## src/rtl/seq_det_pkg.sv

```systemverilog
// Shared types, helpers and reset configuration for the parametrised sequence detector.
package seq_det_pkg;

    localparam int MASK_W  = 64;
    localparam int RST_LEN = 1;
    localparam bit RST_OVL = 1'b1;

    function automatic int len_width(input int max_len);
        return $clog2(max_len + 1);
    endfunction

    // Low-aligned mask with the lowest len bits set; callers zero-extend their operands to MASK_W.
    function automatic logic [MASK_W-1:0] len_mask(input int len);
        logic [MASK_W-1:0] m;
        m = '0;
        for (int i = 0; i < MASK_W; i++) begin
            if (i < len) begin
                m[i] = 1'b1;
            end
        end
        return m;
    endfunction

endpackage

```

## src/rtl/seq_detector_param_sat_counter.sv

```systemverilog
// Saturating up-counter with synchronous clear; holds at all ones instead of wrapping.
module sat_counter #(
    parameter int W = 8
) (
    input  logic         clock,
    input  logic         reset,
    input  logic         clr,
    input  logic         inc,
    output logic [W-1:0] q
);

    always_ff @(posedge clock) begin
        if (reset || clr) begin
            q <= '0;
        end else if (inc && (q != '1)) begin
            q <= q + 1'b1;
        end
    end

endmodule

```

## src/rtl/seq_detector_param.sv

```systemverilog
// Runtime-programmable serial pattern detector with overlap control and saturating match count.
module seq_detector_param
    import seq_det_pkg::*;
#(
    parameter int MAX_LEN = 8,
    parameter int CNT_W   = 8,
    parameter int LEN_W   = len_width(MAX_LEN)
) (
    input  logic               clock,
    input  logic               reset,
    input  logic               en,
    input  logic               din,
    input  logic               load,
    input  logic [MAX_LEN-1:0] pat,
    input  logic [LEN_W-1:0]   pat_len,
    input  logic               overlap,
    output logic               match,
    output logic [CNT_W-1:0]   match_count,
    output logic [LEN_W-1:0]   fill,
    output logic               cfg_err
);

    logic [MAX_LEN-1:0] hist;
    logic [MAX_LEN-1:0] pat_r;
    logic [LEN_W-1:0]   len_r;
    logic               ovl_r;

    logic               cfg_ok;
    logic [MAX_LEN-1:0] hist_n;
    logic [LEN_W-1:0]   fill_n;
    logic [MASK_W-1:0]  diff;
    logic               hit;
    logic               sample;

    assign cfg_ok = (pat_len != '0) && (pat_len <= LEN_W'(MAX_LEN));
    assign sample = en && !load;

    always_comb begin
        hist_n = {hist[MAX_LEN-2:0], din};
        fill_n = (fill == LEN_W'(MAX_LEN)) ? fill : fill + 1'b1;
        diff   = MASK_W'(hist_n ^ pat_r) & len_mask(int'(len_r));
        hit    = (fill_n >= len_r) && (diff == '0);
    end

    // Load always wins over en, whether the new configuration is accepted or not.
    always_ff @(posedge clock) begin
        if (reset) begin
            hist    <= '0;
            fill    <= '0;
            match   <= 1'b0;
            cfg_err <= 1'b0;
            pat_r   <= '0;
            len_r   <= LEN_W'(RST_LEN);
            ovl_r   <= RST_OVL;
        end else if (load) begin
            match   <= 1'b0;
            cfg_err <= !cfg_ok;
            if (cfg_ok) begin
                pat_r <= pat;
                len_r <= pat_len;
                ovl_r <= overlap;
                hist  <= '0;
                fill  <= '0;
            end
        end else if (en) begin
            hist    <= hist_n;
            fill    <= (hit && !ovl_r) ? '0 : fill_n;
            match   <= hit;
            cfg_err <= 1'b0;
        end else begin
            match   <= 1'b0;
            cfg_err <= 1'b0;
        end
    end

    sat_counter #(.W(CNT_W)) u_match_count (
        .clock (clock),
        .reset (reset),
        .clr   (load && cfg_ok),
        .inc   (sample && hit),
        .q     (match_count)
    );

endmodule

```

## config.mk

```make
export PLATFORM = sky130hd
export DESIGN_NAME = seq_detector_param
export DESIGN_NICKNAME = d
export VERILOG_FILES = /design/src/rtl/seq_det_pkg.sv /design/src/rtl/seq_detector_param_sat_counter.sv /design/src/rtl/seq_detector_param.sv
export SDC_FILE = /design/constraint.sdc
export NUM_CORES = 1
export LEC_CHECK = 0
export ABC_AREA = 1
export BUFFER_PORTS_ARGS = -buffer_cell sky130_fd_sc_hd__buf_2
export CORE_MARGIN = 2
export CORE_UTILIZATION = 60
export CTS_CLUSTER_SIZE = 20
export DETAILED_ROUTE_END_ITERATION = 8
export PLACE_DENSITY = 0.84
export SLEW_MARGIN = 20
export SYNTH_ARGS = -nofsm -noshare
export SYNTH_HDL_FRONTEND = slang
export SYNTH_HIERARCHICAL = 1
export SYNTH_SLANG_ARGS = --single-unit
```

## constraint.sdc

```tcl
create_clock -name clock -period 5.95 [get_ports clock]
set_clock_uncertainty 0.05 [all_clocks]
set_input_delay 0.595 -clock clock [delete_from_list [all_inputs] [get_ports clock]]
set_output_delay 0.595 -clock clock [all_outputs]
set_load 0.01 [all_outputs]
```

# After elaboration in Yosys (flattened, before gate mapping)
# Index checks and enable logic that the tools add are counted.
# word_totals
in_bits	18
output_inout_bits	14
elab_cells	75
reg_bits	34
# classes
n_addsub	2
mux	23
eq_ne	3
reduce_logical	18
order_cmp	17
n_bitwise	4
# op_table
operator	count
64-bit zero test	1
4-bit less-than comparator, first input constant	7
7-bit two-way mux	3
4-bit two-way mux	5
3-bit by 4-bit less-than comparator with 1-bit output, first input constant	4
8-bit by 15-bit bitwise AND with 15-bit output	1
1-bit two-way mux	15
8-bit by 1-bit adder with 8-bit output, second input constant	1
1-bit by 4-bit less-than comparator with 1-bit output, first input constant	2
2-bit by 4-bit less-than comparator with 1-bit output, first input constant	2
8-bit != test, second input constant	1
8-bit bitwise XOR	1
1-bit logical AND	7
4-bit by 1-bit adder with 4-bit output, second input constant	1
4-bit == test, second input constant	1
4-bit greater-or-equal comparator	1
4-bit less-or-equal comparator, second input constant	1
2-bit AND reduction	2
4-bit nonzero test	1
1-bit zero test	3
3-bit OR reduction	1
2-bit by 1-bit != test with 1-bit output, second input constant	1
1-bit inverter	2
2-bit nonzero test	1
other kinds (2)	2

# Depth between registers and ports, before layout
# Gate-level depths: netlist of the first run.
# depth
ltp_word	9
depth_mapped	20

# By module
# The synthesis of the first run kept the hierarchy.
# by_module_without_submodules
module	area_each_um2	n_inst	seq_area_each_um2	cells_each
seq_detector_param	1482.7	1	520.5	208
sat_counter	447.9	1	160.2	67

# Least setup slack after synthesis of the first run
# OpenSTA, ideal clock, no wires.
# synth_timing
path_type	reg-to-reg
startpoint	register fill[0]
endpoint	register u_match_count.q[4]
n_path_buf	0
arrival_ns	2.243
stages_incl_launch_ff	16
slack_ns	3.542
setup_time_ns	0.115
path_cell_list	dfxtp_1 -> inv_1 -> ha_1 -> nand2_1 -> nor2_1 -> xor2_1 -> ha_1 -> nand3_1 -> nand3_1 -> nand3_1 -> nor2_1 -> nand2_1 -> nor3_1 -> nand3_1 -> nand2_1 -> nor2_1
# synth_via
elab_chain_len	6
# synth_lines
element	line	rtl
from (decl)	seq_detector_param.sv:19	output logic [LEN_W-1:0] fill,
from (signal assigned)	seq_detector_param.sv:67	fill <= (hit && !ovl_r) ? '0 : fill_n;
4-bit by 1-bit adder with 4-bit output / 4-bit == test (equally long branches)	seq_detector_param.sv:40	fill_n = (fill == LEN_W'(MAX_LEN)) ? fill : fill + 1'b1;
4-bit two-way mux *	seq_detector_param.sv:40	
4-bit greater-or-equal comparator *	seq_detector_param.sv:42	hit = (fill_n >= len_r) && (diff == '0);
1-bit logical AND *	seq_detector_param.sv:42	
1-bit logical AND *	seq_detector_param.sv:80	.inc (sample && hit),
1-bit logical AND *	seq_detector_param_sat_counter.sv:15	end else if (inc && (q != '1)) begin
to (signal assigned)	seq_detector_param_sat_counter.sv:16	q <= q + 1'b1;
to (decl)	seq_detector_param_sat_counter.sv:9	output logic [W-1:0] q
# Every way passes the cells marked *; elsewhere a longest branch is shown, timed or not.
# A chain may end at the register's enable or synchronous reset.

# Worst setup path after layout of the first run
# Ends and elaborated chain as after synthesis.

==> qor.csv, run 1 <==
metric,value,unit
CP max FO,6,
outcome,completed,
area grow syn2layout,10.6,%
Post-Syn Instances,275,
antenna violations before repair,0,
R2R depth,15,
Mapped Nets,300,
area of the die,0.00369,sq mm
CP Data Arrival Time,2.77,ns
Setup CP Type,reg2reg,
Worst EP required,6.14,ns
instance count on the critical path,15,
drt first pass iters,5,
Setup Viol. Count Final,0,
buffer and inverter count on the worst path,1,
vias per inst,5.00,
Worst path max stage delay,0.46,ns
"EDFF count, synth",0,
post-DP HPWL,2890,um
die height,60.7,um
Ports,32,
Synth async-reset ratio,0,%
Worst Hold End,ovl_r,
CP dominant cell by count,nand3_1,
hold path depth,3,
Synth Area in Adders,4.54,%
diodes inserted,0,
Congestion Overflow GR,0,
latest clock arrival within the worst-skew pair,0.35,ns
FF-to-FF Start,fill[0],
vias in the first global route,1520,
Critical-path top delay cell,dfxtp_1,
hold_buf cts,0,
Clock Tree Buf Depth,2,
H-Tree Level Count,2,
root buf cell,clkbuf_4,
Synth Register Bits,34,
Hold Startpoint,overlap,
Tmin final,2.57,ns
Static Leak,1.00,nW
Reg-to-Reg End,u_match_count/q[4],
post-synth cell types,30,
Post-Synth XOR/XNOR Area,1.36,%
layout cell share with drive strength beyond 1,24.5,%
final hold vios,0,
dpl cell area,0.00208,sq mm
CTS tree,yes,
DR iter-0 viols,96,
Resized Gates After CTS,0,
Yosys top cell by area,dfxtp_1,
Max Slew Vio Count,0,
design area,0.00214,sq mm
initial core utilization,63.2,%
Hold Path Class,in2reg,
row cnt,20,
global-route wire length before repair,6670,um
"Clk pin slew, worst setup/hold paths",0.11,ns
post-synthesis mux area share,0,%
Peak VDD IR,0.134,mV
largest family of logic cells by synthesized area,simple AND/OR/NAND/NOR gates,
RSZ-0062 raised after global routing,false,
drc violations,0,
Vias,1750,
cell family with most CP delay,simple AND/OR/NAND/NOR gates,
Simple-Gate Fraction of Synth Area,34.5,%
CP Launch Point,fill[0],
Final period util,43.2,%
compound-cell area share of the yosys netlist,13.2,%
final WL,3950,um
cell area power density,213,mW/mm^2
CP Cell Sequence,inv_1 -> ha_1 -> nand2_1 -> nor2_1 -> xor2_1 -> ha_1 -> nand3_1 -> nand3_1 -> nand3_1 -> nor2_1 -> nand2_1 -> nor3_1 -> nand3_1 -> nand2_1 -> nor2_1,
CP Capture Type,flop,
Pwr Total,0.455,mW
Max Cap Violations,0,
startpoint types,flop,
die width,60.7,um
"Top FF cell, synth",dfxtp_1,
GRT Util Overall,24.6,%
Tightest Pin Transition,0.523,ns
CTS Buf Count,5,
antenna-violating nets left,0,
nets@finish,330,
"Seq/Total Area, Yosys",35.3,%
port buffer count,31,
Sink Count,34,
Syn Area/Cell,7.02,sq um
Area contributors post-synth,"dfxtp_1, nand2_1, nor2_1, inv_1, nand3_1",
Syn Std Cell Area,0.00193,sq mm
pin count of the biggest net entering global routing,22,
FF-to-FF setup slack,3.38,ns
postcts setup bufs,0,
Core Box Area,0.00305,sq mm
Placer Congestion,0.861,
post-synth top area share,35.3,%
Slew headroom,65.2,%
Fmax,389,MHz
setup TNS,0,ns
synth warn,6,
Wirelength per Cell,11.3,um
sequential cells by signal, indices dropped and copies added, names as in the netlist:
name / cells
cfg_err: 1
fill: 4
hist: 7
len_r: 4
match: 1
ovl_r: 1
pat_r: 8
u_match_count/q: 8
cell families after synthesis:
family | after synthesis
and+or+nand+nor | 144
buffers and inverters | 45
AOI/OAI and AO/OA | 42
DFF | 34
adders and majority gates | 7
xor gates and xnor gates | 3
layout make-up:
class | instances | area, sq um
Clock buffer | 7 | 55.1
Clock inverter | 1 | 5.00
Fill cell | 287 | 917
Inverter | 37 | 149
Multi-Input combinational cell | 196 | 1040
Sequential cell | 34 | 681
Tap cell | 44 | 55.1
Timing Repair Buffer | 31 | 155
worst max-delay path by stage:
stage | end | slack [ns]
global placement | u_match_count/q[4] | 3.51
floorplan | u_match_count/q[4] | 3.54
detailed placement | u_match_count/q[4] | 3.39
CTS | u_match_count/q[4] | 3.37
finish | u_match_count/q[4] | 3.38
global route | u_match_count/q[4] | 3.07
report_power, final:
| part | switching, mW | internal (mW) | leakage (nW) |
|---|---|---|---|
| clock | 0.0795 | 0.0572 | 0.0353 |
| combinational | 0.0469 | 0.0270 | 0.690 |
| sequential | 0.00756 | 0.237 | 0.277 |
cells in the mapped netlist (3+ instances only):
cell type,n
nand2_1,69
dfxtp_1,34
nor2_1,32
inv_1,29
nand3_1,20
a21oi_1,17
nand2_2,12
o21ai_1,10
a21oi_2,9
ha_1,7
inv_2,4
buf_6,3
clkbuf_1,3
o21ai_0,3
xor2_1,3
placed cells by master (no fill, tap or decap), drive strengths merged:
cell,netlist,routed
clkbuf,3,7
o21ai,13,13
a211oi,1,1
a31oi,1,1
clkinv,1,2
nand4,1,1
nor2,36,36
nand3,21,21
ha,7,7
nand2,83,83
inv,36,36
a21oi,26,26
nor3,2,2
xor2,3,3
buf,5,31
o211ai,1,1
nand3b,1,1
dfxtp,34,34
per-layer routing:
layer	vias up	wire (um)	share of wire, %	GRT usage (%)
li1	929	-	-	-
met1	770	1950	49	32.0
met2	44	1740	44	38.9
met3	7	199	5.0	7.68
met4	0	55	1.4	8.39
met5	-	0	0	0
worst min-delay path: stages:
cell,delay [ns]
buf_2,0.08
nand2_1,0.04
o211ai_1,0.06
per-stage QoR:
stage | util, % | worst slack, ns | std cells | hold slack (ns)
2_1_floorplan | - | 3.54 | 275 | 0.394
3_3_place_gp | 68.0 | 3.51 | 342 | 0.408
3_5_place_dp | 68.0 | 3.39 | 342 | 0.413
4_1_cts | 70.0 | 3.37 | 350 | 0.398
5_1_grt | 70.0 | 3.07 | 350 | 0.382
6_report | 70.0 | 3.38 | 350 | 0.404
(Power assumes the default switching activity.)
==> run 2: changes to the inputs <==
--- a/config.mk
+++ b/config.mk
@@ -5,13 +5,13 @@
 export SDC_FILE = /design/constraint.sdc
 export NUM_CORES = 1
 export LEC_CHECK = 0
-export ABC_AREA = 1
+export ABC_AREA = 0
 export BUFFER_PORTS_ARGS = -buffer_cell sky130_fd_sc_hd__buf_2
 export CORE_MARGIN = 2
-export CORE_UTILIZATION = 60
+export CORE_UTILIZATION = 49
 export CTS_CLUSTER_SIZE = 20
 export DETAILED_ROUTE_END_ITERATION = 8
-export PLACE_DENSITY = 0.84
+export PLACE_DENSITY = 0.74
 export SLEW_MARGIN = 20
 export SYNTH_ARGS = -nofsm -noshare
 export SYNTH_HDL_FRONTEND = slang
==> constraint.sdc (replaced) <==
create_clock -name clock -period 2.2 [get_ports clock]
set_clock_uncertainty 0.05 [all_clocks]
set_input_delay 0.22 -clock clock [delete_from_list [all_inputs] [get_ports clock]]
set_output_delay 0.22 -clock clock [all_outputs]
set_load 0.01 [all_outputs]
==> qor.csv, run 2 <==
metric,value,unit,change
Tightest Pin Transition,0.607,ns,+0.0848 ns
nets@finish,291,,-12%
"Clk pin slew, worst setup/hold paths",0.10,ns,about the same
die height,63.9,um,+5.3%
Ports,32,,unchanged
post-synth top area share,38.7,%,+3.4 points
final WL,4190,um,+6.3%
post-DP HPWL,3040,um,+5.2%
Core Box Area,0.00339,sq mm,+11%
Synth async-reset ratio,0,%,unchanged
area grow syn2layout,30.3,%,
cell area power density,618,mW/mm^2,+190%
RSZ-0062 raised after global routing,true,,
Syn Std Cell Area,0.00176,sq mm,-8.9%
"top cells by count, synth","nand2_1, dfxtp_1, a21oi_1, nand3_1, xnor2_1",,
Placer Congestion,0.926,,+7.5%
Setup WS post-layout,-0.607,ns,-3.98 ns
filler cell count,288,,+0.35%
drt first pass iters,4,,-1
"Top FF cell, synth",dfxtp_1,,
startpoint types,flop,,
global-route wire length before repair,7330,um,+9.9%
violated checks,negative setup slack,,
setup TNS,-5.90,ns,-5.90 ns
"most common cell after layout, fill and taps aside",nand2_1,,
final hold slack,0.0391,ns,-0.365 ns
die width,63.9,um,+5.3%
R2R depth,14,,-1
Worst path max stage delay,0.43,ns,-0.03 ns
hold_buf cts,0,,unchanged
Setup CP Type,reg2reg,,
"EDFF count, synth",0,,unchanged
Tmin final,2.81,ns,+0.235 ns
vias per inst,5.48,,+9.5%
Reg-to-Reg End,u_match_count/q[7],,
root buf cell,clkbuf_4,,
initial core utilization,51.9,%,-11 points
Critical-path top delay cell,a2111oi_1,,
Worst EP required,2.39,ns,-3.75 ns
Peak VDD IR,0.565,mV,+320%
Synth Register Bits,34,,unchanged
antenna violations before repair,0,,unchanged
CP Capture Type,flop,,
Post-Syn Instances,215,,-22%
Max Slew Vio Count,0,,unchanged
placed cell count,305,,-11%
GRT Util Overall,22.5,%,-2.2 points
Syn Area/Cell,8.18,sq um,+17%
DR iter-0 viols,72,,-25%
diodes inserted,0,,unchanged
Wirelength per Cell,13.4,um,+19%
Sink Count,34,,unchanged
outcome,"finished, violations left",,
Worst Hold End,ovl_r,,
"Seq/Total Area, Yosys",38.7,%,+3.4 points
Final period util,128,%,+84 points
Setup Viol. Count Final,13,,+13
H-Tree Level Count,2,,unchanged
hold path depth,3,,unchanged
most frequent cells in the layout,"nand2_1, dfxtp_1, buf_2",,
CP max FO,5,,-1
pin count of the biggest net entering global routing,33,,+50%
vias in the first global route,1645,,+8.2%
Congestion Overflow GR,0,,unchanged
CP Data Arrival Time,3.00,ns,+0.23 ns
drc violations,0,,unchanged
CP Cell Sequence,inv_4 -> ha_4 -> nand2_4 -> nor2_2 -> xnor2_1 -> ha_1 -> nand2b_1 -> a2111oi_1 -> nor4_1 -> a21boi_2 -> nor3b_4 -> and4_4 -> a21oi_1 -> and3b_1,,
Slew headroom,59.5,%,-5.7 points
most numerous cell in the Yosys netlist,nand2_1,,
Fmax,356,MHz,-8.4%
Static Leak,0.930,nW,-7.2%
Vias,1714,,-2.1%
post-synth cell types,43,,+43%
FF-to-FF setup slack,-0.61,ns,-3.98 ns
latest clock arrival within the worst-skew pair,0.34,ns,about the same
port buffer count,31,,unchanged
Hold Startpoint,overlap,,
biggest regs,"pat_r x8, u_match_count/q x8, hist x7",,
final hold vios,0,,unchanged
synth warn,6,,unchanged
CTS Buf Count,5,,unchanged
FF-to-FF Start,fill[0],,
row cnt,21,,+5.0%
Hold Path Class,in2reg,,
CTS tree,yes,,
Clock Tree Buf Depth,2,,unchanged
Max Cap Violations,0,,unchanged
Area contributors post-synth,"dfxtp_1, nand2_1, a21oi_1, xnor2_1, ha_1",,
postcts setup bufs,0,,unchanged
area of the die,0.00409,sq mm,+11%
Non-Filler Instances,313,,-11%
Mapped Nets,240,,-20%
antenna-violating nets left,0,,unchanged
Yosys top cell by area,dfxtp_1,,
layout cell share with drive strength beyond 1,32.6,%,+8.1 points
run 2: cell count changes after synthesis, sizes merged, moves of 7 or more:
cell / delta
nand3: -7
xnor2: +11
nor2: -31
nand2: -34
inv: -28
o21ai: -10
run 2: what timing repair did:
action | CTS | global route
gates resized for setup | 1 | 8
setup endpoints to repair | 13 | 13
pin swaps | 3 | 2
run 2: final cells by class:
type | instances | area, sq um | area share (%)
clock buffers | 7 | 76.3 | 3.33
inverters | 8 | 32.5 | 1.42
clock inverters | 1 | 30.0 | 1.31
repair buffers | 53 | 320 | 14.0
well taps | 46 | 57.6 | 2.51
flip-flops and latches | 34 | 688 | 30.0
multi-input cells | 164 | 1090 | 47.4
run 2: cell families (layout without fill, tap and decap cells):
group	after synthesis	count (layout)	synth area share [%]
AND/OR/NAND/NOR	94	94	27.2
AO/OA/AOI/OAI	46	46	16.4
flip-flops	34	34	38.7
buffers and inverters	17	69	3.91
XOR/XNOR	12	12	5.97
adder cells (fa/ha/maj)	7	7	4.98
multiplexers	5	5	2.85
run 2: worst max-delay path, delay by kind of cell (launching register included):
family / cells / cell delay, ns
AO/OA/AOI/OAI: 3 / 0.74
XOR/XNOR: 1 / 0.15
AND/OR/NAND/NOR: 7 / 0.93
buffers and inverters: 1 / 0.06
adder cells (fa/ha/maj): 2 / 0.39
flip-flops: 1 / 0.38
run 2: power breakdown:
part	total, mW	leakage [nW]	internal (mW)	switching, mW
Clock	0.556	0.0567	0.339	0.217
Sequential	0.649	0.278	0.633	0.0161
Combinational	0.212	0.596	0.0993	0.113
Total	1.42	0.930	1.07	0.345
run 2: worst max path at each step:
| stage | cells past startpoint | end | startpoint | slack, ns |
|---|---|---|---|---|
| 2_1_floorplan | 14 | u_match_count/q[6] | fill[0] | -0.60 |
| 3_3_place_gp | 14 | u_match_count/q[6] | fill[0] | -0.55 |
| 3_5_place_dp | 14 | u_match_count/q[6] | fill[0] | -0.67 |
| 4_1_cts | 14 | u_match_count/q[6] | fill[0] | -0.64 |
| 5_1_grt | 14 | u_match_count/q[6] | fill[0] | -0.81 |
| 6_report | 14 | u_match_count/q[7] | fill[0] | -0.61 |
run 2: per-stage QoR:
step                      utilization [%]  instance area (sq um)  power (mW)  setup slack (ns)
after floorplan                         -                   1800       0.787            -0.603
after global placement               63.2                   2140       0.865            -0.552
after detailed placement             63.2                   2140       0.871            -0.667
after CTS                            66.5                   2250        1.42            -0.635
after global routing                 67.6                   2290        1.49            -0.812
final                                67.6                   2290        1.42            -0.607
run 2: layer usage:
metal	part of all wire, %	up-vias	global-route usage (%)
met4	1.5	0	9.24
met2	48	48	36.6
met5	0	-	0
met1	45	794	28.3
met3	4.7	9	5.46
li1	-	863	-
==> run 3: changes to the inputs <==
--- a/config.mk
+++ b/config.mk
@@ -11,6 +11,7 @@
 export CORE_UTILIZATION = 49
 export CTS_CLUSTER_SIZE = 20
 export DETAILED_ROUTE_END_ITERATION = 8
+export MAX_ROUTING_LAYER = met4
 export PLACE_DENSITY = 0.74
 export SLEW_MARGIN = 20
 export SYNTH_ARGS = -nofsm -noshare
==> constraint.sdc (replaced) <==
create_clock -name clock -period 2.2 [get_ports clock]
set_clock_uncertainty 0.05 [all_clocks]
set_input_delay 0.22 -clock clock [delete_from_list [all_inputs] [get_ports clock]]
set_output_delay 0.22 -clock clock [all_outputs]
set_load 0.05 [all_outputs]
==> qor.csv, run 3 (synthesis gave the netlist of run 2 again) <==
metric,value,unit,change
layout cell share with drive strength beyond 1,34.7,%,+2.1 points
violated checks,negative setup slack,,
Max Slew Vio Count,0,,unchanged
CTS Buf Count,5,,unchanged
antenna violations before repair,0,,unchanged
Setup WS post-layout,-0.672,ns,-0.0649 ns
Core Box Area,0.00339,sq mm,unchanged
Peak VDD IR,0.507,mV,-10%
Worst path max stage delay,0.43,ns,about the same
die width,63.9,um,unchanged
GRT Util Overall,23.0,%,+0.53 points
cell family with most CP delay,simple AND/OR/NAND/NOR gates,,
port buffer count,31,,unchanged
setup TNS,-5.86,ns,+0.0412 ns
Worst EP required,2.40,ns,about the same
part of the power in registers,48.4,%,+2.6 points
CP Data Arrival Time,3.07,ns,+0.07 ns
cell area power density,574,mW/mm^2,-7.1%
vias per inst,5.57,,+1.7%
Setup Viol. Count Final,13,,unchanged
CP Launch Point,fill[0],,
Slew headroom,58.6,%,-0.92 points
Clock Tree Buf Depth,2,,unchanged
FF-to-FF Start,fill[0],,
Tmin final,2.87,ns,+0.0649 ns
post-DP HPWL,2870,um,-5.4%
Sequential Area,691,sq um,+0.36%
Critical-path top delay cell,or4_1,,
most frequent cells in the layout,"nand2_1, buf_2, dfxtp_1",,
Sw Ratio,26.6,%,+2.2 points
Ports,32,,unchanged
final core occ,68.9,%,+1.3 points
buffer and inverter count on the worst path,0,,-1
multi-input logic area,0.00113,sq mm,+3.8%
Wirelength per Cell,13.8,um,+3.3%
Congestion Overflow GR,0,,unchanged
"most common cell after layout, fill and taps aside",nand2_1,,
Max Cap Violations,0,,unchanged
dpl cell area,0.00212,sq mm,-1.3%
Hold Path Class,in2reg,,
Fmax,348,MHz,-2.3%
Vias,1765,,+3.0%
drt first pass iters,4,,unchanged
Placer Congestion,0.937,,+1.2%
CP Cell Sequence,ha_1 -> nand2_2 -> mux2i_4 -> ha_4 -> o21a_1 -> o22ai_1 -> nor4_1 -> a21boi_2 -> nor3b_4 -> nand3_2 -> or4_1 -> and3_1,,
area of the die,0.00409,sq mm,unchanged
Setup CP Type,reg2reg,,
latest clock arrival within the worst-skew pair,0.34,ns,about the same
share of total power in the clock network,33.4,%,-5.8 points
Static Leak,0.932,nW,+0.16%
CTS tree,yes,,
global-route wire length before repair,7180,um,-2.1%
Hold Startpoint,overlap,,
nets@finish,295,,+1.4%
outcome,"finished, violations left",,
final WL,4390,um,+4.6%
CP Capture Type,flop,,
RSZ-0062 raised after global routing,true,,
initial core utilization,51.9,%,unchanged
startpoint types,flop,,
pin count of the biggest net entering global routing,33,,unchanged
Non-Filler Instances,317,,+1.3%
switching power,0.357,mW,+3.3%
die height,63.9,um,unchanged
Internal,0.985,mW,-8.1%
placed cell count,304,,-0.33%
combinational fraction of design power,18.2,%,+3.3 points
Final period util,131,%,+2.9 points
Tightest Pin Transition,0.621,ns,+0.0139 ns
biggest regs,"pat_r x8, u_match_count/q x8, hist x7",,
root buf cell,clkbuf_4,,
CP max FO,4,,-1
"Clk pin slew, worst setup/hold paths",0.11,ns,about the same
filler cell count,269,,-6.6%
design area,0.00233,sq mm,+1.9%
drc violations,0,,unchanged
row cnt,21,,unchanged
DR iter-0 viols,89,,+24%
vias in the first global route,1603,,-2.6%
Sink Count,34,,unchanged
hold_buf cts,0,,unchanged
final hold vios,0,,unchanged
antenna-violating nets left,0,,unchanged
area grow syn2layout,32.7,%,
H-Tree Level Count,2,,unchanged
diodes inserted,0,,unchanged
==> run 3: area by class of cell <==
| cell class | instances | area share, % |
|---|---|---|
| Multi-Input combinational cell | 164 | 48.3 |
| Inverter | 8 | 1.39 |
| Clock inverter | 1 | 1.29 |
| Sequential cell | 34 | 29.6 |
| Clock buffer | 7 | 1.93 |
| Tap cell | 46 | 2.47 |
| Timing Repair Buffer | 57 | 15.0 |
==> run 3: stage by stage <==
stage | worst slack, ns | total power [mW] | hold slack, ns
2_1_floorplan | -0.733 | 0.796 | 0.249
5_1_grt | -0.869 | 1.41 | 0.0321
4_1_cts | -0.601 | 1.33 | 0.0381
3_5_place_dp | -0.688 | 0.877 | 0.403
3_3_place_gp | -0.600 | 0.873 | 0.396
6_report | -0.672 | 1.34 | 0.0412
==> run 3: worst paths after layout <==
kind                              to  slack, ns  cells after the start
setup / recovery  u_match_count/q[6]      -0.67                     12
hold / removal                 ovl_r       0.04                      3
setup reg to reg  u_match_count/q[6]      -0.67                     12
hold reg to reg             pat_r[0]       0.42                      2
==> run 3: worst register-to-register path, cell delays in order, from the launching register on <==
cell      delay [ns]
dfxtp_4         0.39
ha_1            0.24
nand2_2         0.09
mux2i_4         0.21
ha_4            0.17
o21a_1          0.11
o22ai_1         0.07
nor4_1          0.22
a21boi_2        0.21
nor3b_4         0.30
nand3_2         0.12
or4_1           0.43
and3_1          0.18
==> run 3: per-layer routing <==
metal	global-route usage, %	share of wire (%)	vias to the layer above
met3	5.99	4.4	16
met4	7.61	1.9	0
met5	-	0	-
met1	26.3	43	827
li1	-	-	869
met2	39.1	50	53
==> run 3: what timing repair did <==
| item | in CTS | in global routing |
|---|---|---|
| buffers inserted | 3 | 2 |
| resized for setup | 11 | 13 |
| endpoints found under the setup margin | 13 | 13 |
| pin swaps | 6 | 3 |
| endpoints found under the hold margin | 0 | 0 |
| gates cloned | 0 | 0 |
==> run 3: power by group through the flow <==
stage / registers (mW) / logic [mW] / clock network [mW]
CTS: 0.649 / 0.229 / 0.457
detailed placement: 0.662 / 0.215 / 0
global placement: 0.661 / 0.211 / 0
floorplan: 0.679 / 0.118 / 0
finish: 0.649 / 0.245 / 0.448
global route: 0.651 / 0.270 / 0.484
